--- src/rtl/data_chk_axi_mm_burst_if.sv ---
// AXI4 read-channel bundle (AR + R) between the burst read checker and the interconnect.
// The master modport is the checker side; the slave modport is the memory/interconnect side.
interface data_chk_axi_mm_burst_if #(
    parameter int AXI_DATA_WIDTH = 32,
    parameter int AXI_ADDR_WIDTH = 32
);
    logic [AXI_ADDR_WIDTH-1:0] m_axi_araddr;
    logic [2:0]                m_axi_arprot;
    logic [7:0]                m_axi_arlen;
    logic [2:0]                m_axi_arsize;
    logic [1:0]                m_axi_arburst;
    logic                      m_axi_arvalid;
    logic                      m_axi_arready;
    logic [AXI_DATA_WIDTH-1:0] m_axi_rdata;
    logic [1:0]                m_axi_rresp;
    logic                      m_axi_rlast;
    logic                      m_axi_rvalid;
    logic                      m_axi_rready;

    modport master (
        output m_axi_araddr, m_axi_arprot, m_axi_arlen, m_axi_arsize, m_axi_arburst,
        output m_axi_arvalid, m_axi_rready,
        input  m_axi_arready, m_axi_rdata, m_axi_rresp, m_axi_rlast, m_axi_rvalid
    );

    modport slave (
        input  m_axi_araddr, m_axi_arprot, m_axi_arlen, m_axi_arsize, m_axi_arburst,
        input  m_axi_arvalid, m_axi_rready,
        output m_axi_arready, m_axi_rdata, m_axi_rresp, m_axi_rlast, m_axi_rvalid
    );
endinterface

--- src/rtl/data_chk_axi_mm_burst.sv ---
// AXI4 INCR burst read checker: reads a region in fixed bursts and compares each beat to the
// writer's incrementing pattern. Define DATA_CHK_FIRST_ERR_CAPTURE_EN to build first-error capture.
module data_chk_axi_mm_burst #(
    parameter int AXI_DATA_WIDTH = 32,
    parameter int AXI_ADDR_WIDTH = 32,
    parameter int MAX_BURST_LEN  = 16,
    parameter int C_AXI_SIZE     = $clog2(AXI_DATA_WIDTH/8)
) (
    input  logic                      ACLK,
    input  logic                      ARESET,
    input  logic [AXI_ADDR_WIDTH-1:0] BASE_ADDR,
    input  logic [15:0]               BYTES,
    input  logic [15:0]               REPEAT,
    input  logic                      START,
    output logic                      BUSY,
    output logic                      DONE,
    output logic                      ERROR,
    output logic [15:0]               ERR_COUNT,
    output logic [AXI_ADDR_WIDTH-1:0] FIRST_ERR_ADDR,
    output logic [AXI_DATA_WIDTH-1:0] FIRST_ERR_DATA,
    data_chk_axi_mm_burst_if.master   m_axi,
    output logic [2:0]                dbg_state
);
    localparam int BYTES_PER_BEAT = AXI_DATA_WIDTH / 8;
    localparam int BURST_BYTES    = MAX_BURST_LEN * BYTES_PER_BEAT;
    localparam int WORDS          = AXI_DATA_WIDTH / 32;

    typedef enum logic [2:0] {
        S_IDLE       = 3'd0,
        S_SEND_AR    = 3'd1,
        S_READ_BURST = 3'd2,
        S_NEXT       = 3'd3,
        S_FINISH     = 3'd4
    } state_t;

    state_t state, state_nxt;

    logic [AXI_ADDR_WIDTH-1:0] base_q, addr_q;
    logic [15:0]               bytes_q, repeat_q, pass_q, err_count_q;
    logic [31:0]               beat_idx_q;
    logic [8:0]                burst_beat_q;
    logic [16:0]               bytes_read_q, bytes_sum;
    logic                      error_q, done_q;
    logic                      start_ok, zero_len, r_hs, last_beat, beat_fail, pass_end, last_pass;
    logic [AXI_DATA_WIDTH-1:0] exp_word;

    // AR and R follow AXI valid/ready: a transfer happens on a rising ACLK edge with valid and
    // ready both high; arvalid, once raised, holds with a stable araddr until arready.
    assign start_ok  = (state == S_IDLE) && START;
    assign zero_len  = (BYTES == 16'd0) || (REPEAT == 16'd0);
    assign r_hs      = m_axi.m_axi_rvalid && m_axi.m_axi_rready;
    assign last_beat = (burst_beat_q == 9'(MAX_BURST_LEN - 1));
    assign exp_word  = {WORDS{beat_idx_q}};
    assign beat_fail = r_hs && ((m_axi.m_axi_rresp != 2'b00) || (m_axi.m_axi_rdata != exp_word)
                                || (m_axi.m_axi_rlast != last_beat));
    assign bytes_sum = bytes_read_q + 17'(BURST_BYTES);
    assign pass_end  = (bytes_sum >= {1'b0, bytes_q});
    assign last_pass = (pass_q == repeat_q - 16'd1);

    always_ff @(posedge ACLK or posedge ARESET) begin
        if (ARESET) state <= S_IDLE;
        else        state <= state_nxt;
    end

    always_comb begin
        state_nxt           = state;
        m_axi.m_axi_arvalid = 1'b0;
        m_axi.m_axi_rready  = 1'b0;
        BUSY                = (state != S_IDLE);
        case (state)
            S_IDLE:       if (START) state_nxt = zero_len ? S_FINISH : S_SEND_AR;
            S_SEND_AR: begin
                m_axi.m_axi_arvalid = 1'b1;
                if (m_axi.m_axi_arready) state_nxt = S_READ_BURST;
            end
            S_READ_BURST: begin
                m_axi.m_axi_rready = 1'b1;
                // The burst ends on beat count alone; a misplaced rlast is only flagged.
                if (r_hs && last_beat) state_nxt = S_NEXT;
            end
            S_NEXT:       state_nxt = (pass_end && last_pass) ? S_FINISH : S_SEND_AR;
            S_FINISH:     state_nxt = S_IDLE;
            default:      state_nxt = S_IDLE;
        endcase
    end

    always_ff @(posedge ACLK or posedge ARESET) begin
        if (ARESET) begin
            base_q       <= '0;
            addr_q       <= '0;
            bytes_q      <= '0;
            repeat_q     <= '0;
            pass_q       <= '0;
            beat_idx_q   <= '0;
            burst_beat_q <= '0;
            bytes_read_q <= '0;
            error_q      <= 1'b0;
            err_count_q  <= '0;
            done_q       <= 1'b0;
        end else begin
            done_q <= (state == S_FINISH);
            if (start_ok) begin
                base_q       <= BASE_ADDR;
                addr_q       <= BASE_ADDR;
                bytes_q      <= BYTES;
                repeat_q     <= REPEAT;
                pass_q       <= '0;
                beat_idx_q   <= '0;
                burst_beat_q <= '0;
                bytes_read_q <= '0;
                error_q      <= 1'b0;
                err_count_q  <= '0;
            end
            if (r_hs) begin
                beat_idx_q   <= beat_idx_q + 32'd1;
                burst_beat_q <= last_beat ? 9'd0 : burst_beat_q + 9'd1;
                if (beat_fail) begin
                    error_q <= 1'b1;
                    if (err_count_q != 16'hFFFF) err_count_q <= err_count_q + 16'd1;
                end
            end
            if (state == S_NEXT) begin
                if (pass_end) begin
                    pass_q       <= pass_q + 16'd1;
                    bytes_read_q <= '0;
                    addr_q       <= base_q;
                    beat_idx_q   <= '0;
                end else begin
                    bytes_read_q <= bytes_sum;
                    addr_q       <= addr_q + AXI_ADDR_WIDTH'(BURST_BYTES);
                end
            end
        end
    end

`ifdef DATA_CHK_FIRST_ERR_CAPTURE_EN
    localparam int BEAT_SHIFT = $clog2(BYTES_PER_BEAT);
    logic                      first_seen_q;
    logic [AXI_ADDR_WIDTH-1:0] first_addr_q;
    logic [AXI_DATA_WIDTH-1:0] first_data_q;

    always_ff @(posedge ACLK or posedge ARESET) begin
        if (ARESET) begin
            first_seen_q <= 1'b0;
            first_addr_q <= '0;
            first_data_q <= '0;
        end else if (start_ok) begin
            first_seen_q <= 1'b0;
            first_addr_q <= '0;
            first_data_q <= '0;
        end else if (beat_fail && !first_seen_q) begin
            first_seen_q <= 1'b1;
            first_addr_q <= addr_q + (AXI_ADDR_WIDTH'(burst_beat_q) << BEAT_SHIFT);
            first_data_q <= m_axi.m_axi_rdata;
        end
    end

    assign FIRST_ERR_ADDR = first_addr_q;
    assign FIRST_ERR_DATA = first_data_q;
`else
    assign FIRST_ERR_ADDR = '0;
    assign FIRST_ERR_DATA = '0;
`endif

    assign DONE                = done_q;
    assign ERROR               = error_q;
    assign ERR_COUNT           = err_count_q;
    assign dbg_state           = state;
    assign m_axi.m_axi_araddr  = addr_q;
    assign m_axi.m_axi_arprot  = 3'b000;
    assign m_axi.m_axi_arlen   = 8'(MAX_BURST_LEN - 1);
    assign m_axi.m_axi_arsize  = 3'(C_AXI_SIZE);
    assign m_axi.m_axi_arburst = 2'b01;
endmodule

--- src/flat_wrapper.sv ---
// flat-port wrapper written by rule: the top's interface ports become plain ports
module data_chk_axi_mm_burst_flat 
#(
    parameter int AXI_DATA_WIDTH = 32,
    parameter int AXI_ADDR_WIDTH = 32,
    parameter int MAX_BURST_LEN  = 16,
    parameter int C_AXI_SIZE     = $clog2(AXI_DATA_WIDTH/8)
)
  (ACLK, ARESET, BASE_ADDR, BYTES, REPEAT, START, BUSY, DONE, ERROR, ERR_COUNT, FIRST_ERR_ADDR, FIRST_ERR_DATA, dbg_state, m_axi_m_axi_araddr, m_axi_m_axi_arprot, m_axi_m_axi_arlen, m_axi_m_axi_arsize, m_axi_m_axi_arburst, m_axi_m_axi_arvalid, m_axi_m_axi_rready, m_axi_m_axi_arready, m_axi_m_axi_rdata, m_axi_m_axi_rresp, m_axi_m_axi_rlast, m_axi_m_axi_rvalid);
  data_chk_axi_mm_burst_if #(.AXI_DATA_WIDTH(AXI_DATA_WIDTH), .AXI_ADDR_WIDTH(AXI_ADDR_WIDTH)) m_axi_i ();
  input  logic ACLK;
  input  logic ARESET;
  input  logic [AXI_ADDR_WIDTH-1:0] BASE_ADDR;
  input  logic [15:0] BYTES;
  input  logic [15:0] REPEAT;
  input  logic START;
  output logic BUSY;
  output logic DONE;
  output logic ERROR;
  output logic [15:0] ERR_COUNT;
  output logic [AXI_ADDR_WIDTH-1:0] FIRST_ERR_ADDR;
  output logic [AXI_DATA_WIDTH-1:0] FIRST_ERR_DATA;
  output logic [2:0] dbg_state;
  output wire logic [$bits(m_axi_i.m_axi_araddr)-1:0] m_axi_m_axi_araddr;
  output wire logic [$bits(m_axi_i.m_axi_arprot)-1:0] m_axi_m_axi_arprot;
  output wire logic [$bits(m_axi_i.m_axi_arlen)-1:0] m_axi_m_axi_arlen;
  output wire logic [$bits(m_axi_i.m_axi_arsize)-1:0] m_axi_m_axi_arsize;
  output wire logic [$bits(m_axi_i.m_axi_arburst)-1:0] m_axi_m_axi_arburst;
  output wire logic [$bits(m_axi_i.m_axi_arvalid)-1:0] m_axi_m_axi_arvalid;
  output wire logic [$bits(m_axi_i.m_axi_rready)-1:0] m_axi_m_axi_rready;
  input wire logic [$bits(m_axi_i.m_axi_arready)-1:0] m_axi_m_axi_arready;
  input wire logic [$bits(m_axi_i.m_axi_rdata)-1:0] m_axi_m_axi_rdata;
  input wire logic [$bits(m_axi_i.m_axi_rresp)-1:0] m_axi_m_axi_rresp;
  input wire logic [$bits(m_axi_i.m_axi_rlast)-1:0] m_axi_m_axi_rlast;
  input wire logic [$bits(m_axi_i.m_axi_rvalid)-1:0] m_axi_m_axi_rvalid;
  assign m_axi_m_axi_araddr = m_axi_i.m_axi_araddr;
  assign m_axi_m_axi_arprot = m_axi_i.m_axi_arprot;
  assign m_axi_m_axi_arlen = m_axi_i.m_axi_arlen;
  assign m_axi_m_axi_arsize = m_axi_i.m_axi_arsize;
  assign m_axi_m_axi_arburst = m_axi_i.m_axi_arburst;
  assign m_axi_m_axi_arvalid = m_axi_i.m_axi_arvalid;
  assign m_axi_m_axi_rready = m_axi_i.m_axi_rready;
  assign m_axi_i.m_axi_arready = m_axi_m_axi_arready;
  assign m_axi_i.m_axi_rdata = m_axi_m_axi_rdata;
  assign m_axi_i.m_axi_rresp = m_axi_m_axi_rresp;
  assign m_axi_i.m_axi_rlast = m_axi_m_axi_rlast;
  assign m_axi_i.m_axi_rvalid = m_axi_m_axi_rvalid;
  data_chk_axi_mm_burst #(.AXI_DATA_WIDTH(AXI_DATA_WIDTH), .AXI_ADDR_WIDTH(AXI_ADDR_WIDTH), .MAX_BURST_LEN(MAX_BURST_LEN), .C_AXI_SIZE(C_AXI_SIZE)) u_core (.ACLK(ACLK), .ARESET(ARESET), .BASE_ADDR(BASE_ADDR), .BYTES(BYTES), .REPEAT(REPEAT), .START(START), .BUSY(BUSY), .DONE(DONE), .ERROR(ERROR), .ERR_COUNT(ERR_COUNT), .FIRST_ERR_ADDR(FIRST_ERR_ADDR), .FIRST_ERR_DATA(FIRST_ERR_DATA), .m_axi(m_axi_i), .dbg_state(dbg_state));
endmodule
--- config.mk ---
export PLATFORM = sky130hd
export DESIGN_NAME = data_chk_axi_mm_burst_flat
export DESIGN_NICKNAME = d
export VERILOG_FILES = /design/src/rtl/data_chk_axi_mm_burst_if.sv /design/src/rtl/data_chk_axi_mm_burst.sv /design/src/flat_wrapper.sv
export SDC_FILE = /design/constraint.sdc
export NUM_CORES = 1
export LEC_CHECK = 0
export ABC_AREA = 1
export BUFFER_PORTS_ARGS = -buffer_cell sky130_fd_sc_hd__buf_2
export CORE_MARGIN = 3
export CORE_UTILIZATION = 51
export DETAILED_ROUTE_END_ITERATION = 6
export PLACE_DENSITY = 0.85
export SLEW_MARGIN = 15
export SYNTH_ARGS = -nofsm -noshare
export SYNTH_HDL_FRONTEND = slang
export SYNTH_SLANG_ARGS = --single-unit
--- constraint.sdc ---
create_clock -name ACLK -period 6.25 [get_ports ACLK]
set_input_delay 0.9375 -clock ACLK [delete_from_list [all_inputs] [get_ports ACLK]]
set_output_delay 0.9375 -clock ACLK [all_outputs]
set_load 0.03 [all_outputs]
[After elaboration in Yosys (flattened, before gate mapping)]
Cells that the tools add are included.
Word-level totals
  bits in registers: 191
  input port bits: 104
  output and inout bits: 136
  word-level logic and storage cells: 79
Cells by class
  $add $sub $neg: 7
  magnitude comparators: 1
  equality and inequality tests: 12
  multiplexer cells: 31
  reductions and logical operators: 16
Operators by type and width (count)
  $mux W32: 7
  $mux W16: 7
  $mux W17: 3
  $add A16 B1 Y16 const B: 2
  $add A32 B1 Y32 const B: 1
  $add A32 B7 Y32 const B: 1
  $logic_not A16 Y1: 2
  $ne A32 B32 Y1: 1
  $mux W9: 3
  $add A17 B7 Y17 const B: 1
  $ge A17 B16 Y1: 1
  $eq A16 B16 Y1: 1
  $ne A16 B16 Y1 const B: 1
  $sub A16 B1 Y16 const B: 1
  $mux W3: 5
  $pmux W3 S4: 1
  $add A9 B1 Y9 const B: 1
  $eq A9 B4 Y1 const B: 1
  $eq A3 B2 Y1 const B: 2
  $reduce_bool A2 Y1: 3
  $logic_and A1 B1 Y1: 5
  $mux W1: 5
  $ne A2 B2 Y1 const B: 2
  $eq A3 B1 Y1 const B: 1
  7 further kinds: 9

[Depth between registers and ports, before layout]
  word-level depth: 6
  mapped depth: 19
  gate-level depth less buffers: 18

[Least setup slack after synthesis]
Ideal clock, no wire load.
  kind: register -> register
  from: register u_core.bytes_read_q[9]
  to: register u_core.addr_q[27], in the netlist u_core.m_axi.m_axi_araddr[27]
  data arrival time: 2460 ps
  data required time: 6134 ps
  path slack: 3674 ps
  stages on the path, launching flop included: 19
  clock period less this slack: 2576 ps
  cell sequence: dfrtp_1 > inv_1 > nor4_1 > nand2_1 > xor2_1 > inv_1 > ha_1 > nand2_1 > nor2_1 > nor3_1 > nand2_1 > nand2_1 > nand4_1 > buf_4 > buf_2 > a21oi_1 > o21ai_0 > nand2_1 > nand2_1
On the way
  word-level cells in the longest chain between the ends: 4
Ends and longest elaborated chain
  start: declaration: RTL line data_chk_axi_mm_burst.sv:42  | logic [16:0] bytes_read_q, bytes_sum;
  start signal: assignment: RTL line data_chk_axi_mm_burst.sv:129  | bytes_read_q <= bytes_sum;
  $add A17 B7 Y17: RTL line data_chk_axi_mm_burst.sv:56  | assign bytes_sum = bytes_read_q + 17'(BURST_BYTES);
  $ge A17 B16 Y1: RTL line data_chk_axi_mm_burst.sv:57  | assign pass_end = (bytes_sum >= {1'b0, bytes_q});
  $mux W32: RTL line data_chk_axi_mm_burst.sv:123  | if (pass_end) begin
  $mux W32: RTL line data_chk_axi_mm_burst.sv:122  | if (state == S_NEXT) begin
  end signal: assignment: RTL line data_chk_axi_mm_burst.sv:126  | addr_q <= base_q;
  end signal: assignment: RTL line data_chk_axi_mm_burst.sv:130  | addr_q <= addr_q + AXI_ADDR_WIDTH'(BURST_BYTES);
  end: declaration: RTL line data_chk_axi_mm_burst.sv:38  | logic [AXI_ADDR_WIDTH-1:0] base_q, addr_q;
No other way between the ends.
A chain may end at the register's enable or synchronous reset.

[Worst setup path in the final report]
  from: register u_core.bytes_read_q[9]
  to: register u_core.pass_q[7]
On the way
  word-level cells in the longest chain between the ends: 4
Ends and longest elaborated chain
  $add A17 B7 Y17: RTL line data_chk_axi_mm_burst.sv:56
  $ge A17 B16 Y1: RTL line data_chk_axi_mm_burst.sv:57
  $mux W16: RTL line data_chk_axi_mm_burst.sv:123
  $mux W16: RTL line data_chk_axi_mm_burst.sv:122
  end signal: assignment: RTL line data_chk_axi_mm_burst.sv:124  | pass_q <= pass_q + 16'd1;
  end: declaration: RTL line data_chk_axi_mm_burst.sv:39  | logic [15:0] bytes_q, repeat_q, pass_q, err_count_q;
No other way between the ends.

==> results summary <==
The run finished, with violations left. The final reports fail on design-rule violations. The final instance area is 13200 um^2. The top cell type's share of synthesized area is 38.9%. In the post-synthesis netlist, the biggest area contributors are sky130_fd_sc_hd__dfrtp_1, sky130_fd_sc_hd__nand2_1, sky130_fd_sc_hd__inv_1, sky130_fd_sc_hd__buf_4, sky130_fd_sc_hd__nor2_1. The clock-pin slew on the worst setup and hold paths came out at 70 ps. The via count of the first global-routing pass came out at 10600.

STA classifies the critical path startpoint as a flop. In the final layout, the share of cells above drive strength 1 is 13.0%. The routed wire length on met3 is 1980 um. The final count of hold timing violations came out at 0. The cell row count came out at 55.

The synthesis-to-finish area growth came out at 10.9%. For this design, the slowest cell found on the critical path is sky130_fd_sc_hd__inv_2. After global routing the overflow that remains totals 0.

The beginning of the critical path is u_core.bytes_read_q[9]$_DFFE_PP0P_. Setup repair after global routing left no endpoint under its margin. The warning count from the yosys run came out at 0. Leaving out fill and tap cells, the most frequent cell in the layout is sky130_fd_sc_hd__nand2_1. The leakage power is ~6.8 nW. The most numerous cell type found on the critical path is sky130_fd_sc_hd__nand2_1.

The number of buffers created by CTS is 17. The count of buffers inserted at the top-level ports came out at 159. The final clock skew is 10.2 ps. The initial antenna violation count is 0.

The number of levels in the clock H-tree is 4. Counting flops with a built-in enable in the synthesized netlist gives 0. The relative slew slack is 35.2%. The worst setup path is of the reg2reg kind.

Buffers added to address setup during post-CTS repair amount to 0. The largest fanout on the critical path came out at 50. The endpoint class of the critical path is a flop. The utilization after layout is 58.0%. Synthesis handed over a netlist of 1665 instances. The reg2reg setup slack is 2020 ps. The worst-case clock buffer depth came out at 2.

Setup total negative slack on the finished layout was measured at 0 ps. The floorplan die height is between 150 and 200 um. The post-synthesis average cell area is 7.15 um^2. The startpoint identified for the worst register-to-register timing path is u_core.bytes_read_q[9]$_DFFE_PP0P_. In the layout the commonest cells are sky130_fd_sc_hd__nand2_1, sky130_fd_sc_hd__dfrtp_1, sky130_fd_sc_hd__inv_1. The number of cells on the worst hold path is 2. Measured along the x axis, the die boundary spans roughly 160 um. The global-route usage over all layers is 24.2%.

The share of flip-flops with an asynchronous set or reset after synthesis came out at 100%. In this run the most critical hold path is launched from u_core.base_q[12]$_DFFE_PP0P_. The number of top-level pins is 240.

The area of the die is 25200 um^2. Post-CTS repair changed the size of 0 cells. The count of different cell masters after synthesis came out at 50. The power density relative to cell area is 400 nW/um^2. The core box area came out at about 23000 um^2.

The critical path goes through inv_1 > nor4_1 > nand2_1 > xor2_1 > inv_1 > ha_1 > nand2_1 > nor2_1 > nand2_1 > nand2_1 > nand2_1 > nand4_1 > buf_4 > nand2_1 > inv_2 > o21ai_0 > a21oi_1. The worst register-to-register path ends at u_core.pass_q[7]$_DFF_PP0_. The net count of the finished layout is approximately 1900.

The kind of path behind the tightest hold check is reg2reg. For hold timing, the worst endpoint is u_core.base_q[12]$_DFFE_PP0P_. The depth of the worst register-to-register path is 17.

The detailed-route wire length on metal 1 came out at 13400 um. The total number of clock tree sinks came out at 185. The number of endpoints failing setup at the final stage is 0. The count of unresolved DRC violations after routing is 1.

The remaining antenna violation count is 0. The iteration count of the initial detailed-routing pass came out at 7. The max-slew violation count was 0. In this run, post-CTS hold repair placed 0 buffers.

The initial DRC count came out at about 900. The proportion of synthesized chip area in sequential cells came out at 38.9%. The dominant register cell in the synthesized netlist is sky130_fd_sc_hd__dfrtp_1. The part of the cycle the worst path needs came out at 67.6%. The clock tree from TritonCTS is done. The wire length on met2 came out at about 15000 um. The total number of vias is 11200. The initial standard-cell utilization of the core is 52.3%. The post-synth design cell area is about 12000 um^2. The average detailed-routed wire length per instance came out at 14.5 um. For the worst setup path, the data required time is 6610 ps. The pin slew with the least headroom to its limit is 971 ps. The number of diodes is 0. Max-cap violations in this run came to 0. At the later pin of the worst-skew pair, clock insertion delay measures 430 ps. The largest single stage delay on the critical path is 860 ps. For the worst setup path, the data arrival time is 4580 ps. The largest net degree at the start of global routing is 131. The total cell area at the placement stage came out at 12600 um^2. The total length of routed wires came out at 30800 um. The maximum VDD drop is 0.312 mV. The half-perimeter wire length of the detailed placement result came out at 22300 um. The maximum clock frequency came out at 0.237 GHz. The via density per instance is 5.26.

The post-synthesis register bit count came out at approximately 190. Signal routing reaches up to met4. The post-route minimum period came out at 4230 ps. The first-pass GRT wire length came out at 51300 um. The cell sitting at the root of the clock tree is a sky130_fd_sc_hd__clkbuf_16. The global placer's final weighted congestion came out at between 0.9 and 1. The biggest area consumer among synthesized cells is sky130_fd_sc_hd__dfrtp_1.
[state kept, by name, summed over array words and instances (netlist names)]
| name | flops |
|---|---|
| u_core.bytes_read_q | 11 |
| u_core.dbg_state | 3 |
| u_core.bytes_q | 16 |
| u_core.beat_idx_q | 32 |
| u_core.pass_q | 16 |
| u_core.repeat_q | 16 |
| u_core.m_axi.m_axi_araddr | 32 |
| u_core.DONE | 1 |
| u_core.ERROR | 1 |
| u_core.ERR_COUNT | 16 |
| u_core.base_q | 32 |
| u_core.burst_beat_q | 9 |
[power by group]
| group | switching [mW] | leakage, nW | internal, mW |
|---|---|---|---|
| sequential | 0.399 | 2.40 | 1.58 |
| clock | 0.475 | 0.270 | 0.583 |
| combinational | 1.53 | 4.17 | 0.710 |
| total | 2.41 | 6.84 | 2.88 |
[through the flow]
step	std cells	power (mW)	hold slack, ps	worst slack [ps]
6_report	2124	5.28	471	2020
5_1_grt	2124	5.70	496	1620
4_1_cts	2124	5.29	475	2130
3_5_place_dp	2092	4.22	458	2160
3_3_place_gp	2092	4.12	453	2400
2_1_floorplan	1743	3.64	437	284
[Yosys cell counts (all sizes together), types with 2 or more instances]
cell type and n:
nand4 40, clkbuf 29, or2 6, inv 176, a211oi 2, o21a 4, xor2 50, dfrtp 185
conb 2, o211ai 7, o32ai 3, o31ai 2, and3 2, nor4 18, clkinv 2, nand2 555
buf 101, o21ai 98, xnor2 25, nand3 94, nor3 38, a31oi 4, nand3b 10, a21oi 30
ha 17, o22ai 20, a221oi 3, nor2 135
[cell type report]
| type | count | area, um^2 |
|---|---|---|
| fill | 2023 | 9570 |
| tap | 313 | 392 |
| clock inverter | 9 | 88.8 |
| sequential | 185 | 4630 |
| timing repair buffer | 166 | 848 |
| clock buffer | 23 | 478 |
| multi-input combinational | 1250 | 6100 |
| inverter | 178 | 676 |
[critical path, delay by kind of cell (launching register included)]
family / cells / cell delay, ps
AO/OA/AOI/OAI: 2 / 400
XOR/XNOR: 1 / 240
adder cells (fa/ha/maj): 1 / 270
buffers and inverters: 4 / 1340
flip-flops: 1 / 360
AND/OR/NAND/NOR: 9 / 1540
[routing by layer]
layer	up-vias	global-route usage, %
li1	5443	-
met1	5251	32.2
met2	416	40.5
met3	54	3.55
met4	0	8.04
met5	-	0
[kinds of logic after synthesis]
kind of cell	after synthesis	synth area share [%]
simple gates	900	32.9
buf+inv	308	12.5
flops	185	38.9
compound gates	178	8.38
xor+xnor	75	5.51
fa+ha+maj	17	1.79
other cells	2	0.0630
[how the worst max path moves through the flow]
stage | to | slack, ps | cells after the start
final | u_core.pass_q[7]$_DFF_PP0_ | 2020 | 17
after floorplan | u_core.DONE$_DFF_PP0_ | 280 | 1
after global routing | u_core.pass_q[7]$_DFF_PP0_ | 1620 | 17
after detailed placement | u_core.pass_q[7]$_DFF_PP0_ | 2160 | 17
after CTS | u_core.pass_q[7]$_DFF_PP0_ | 2130 | 17
after global placement | u_core.pass_q[7]$_DFF_PP0_ | 2400 | 17
(Power assumes the default switching activity.)
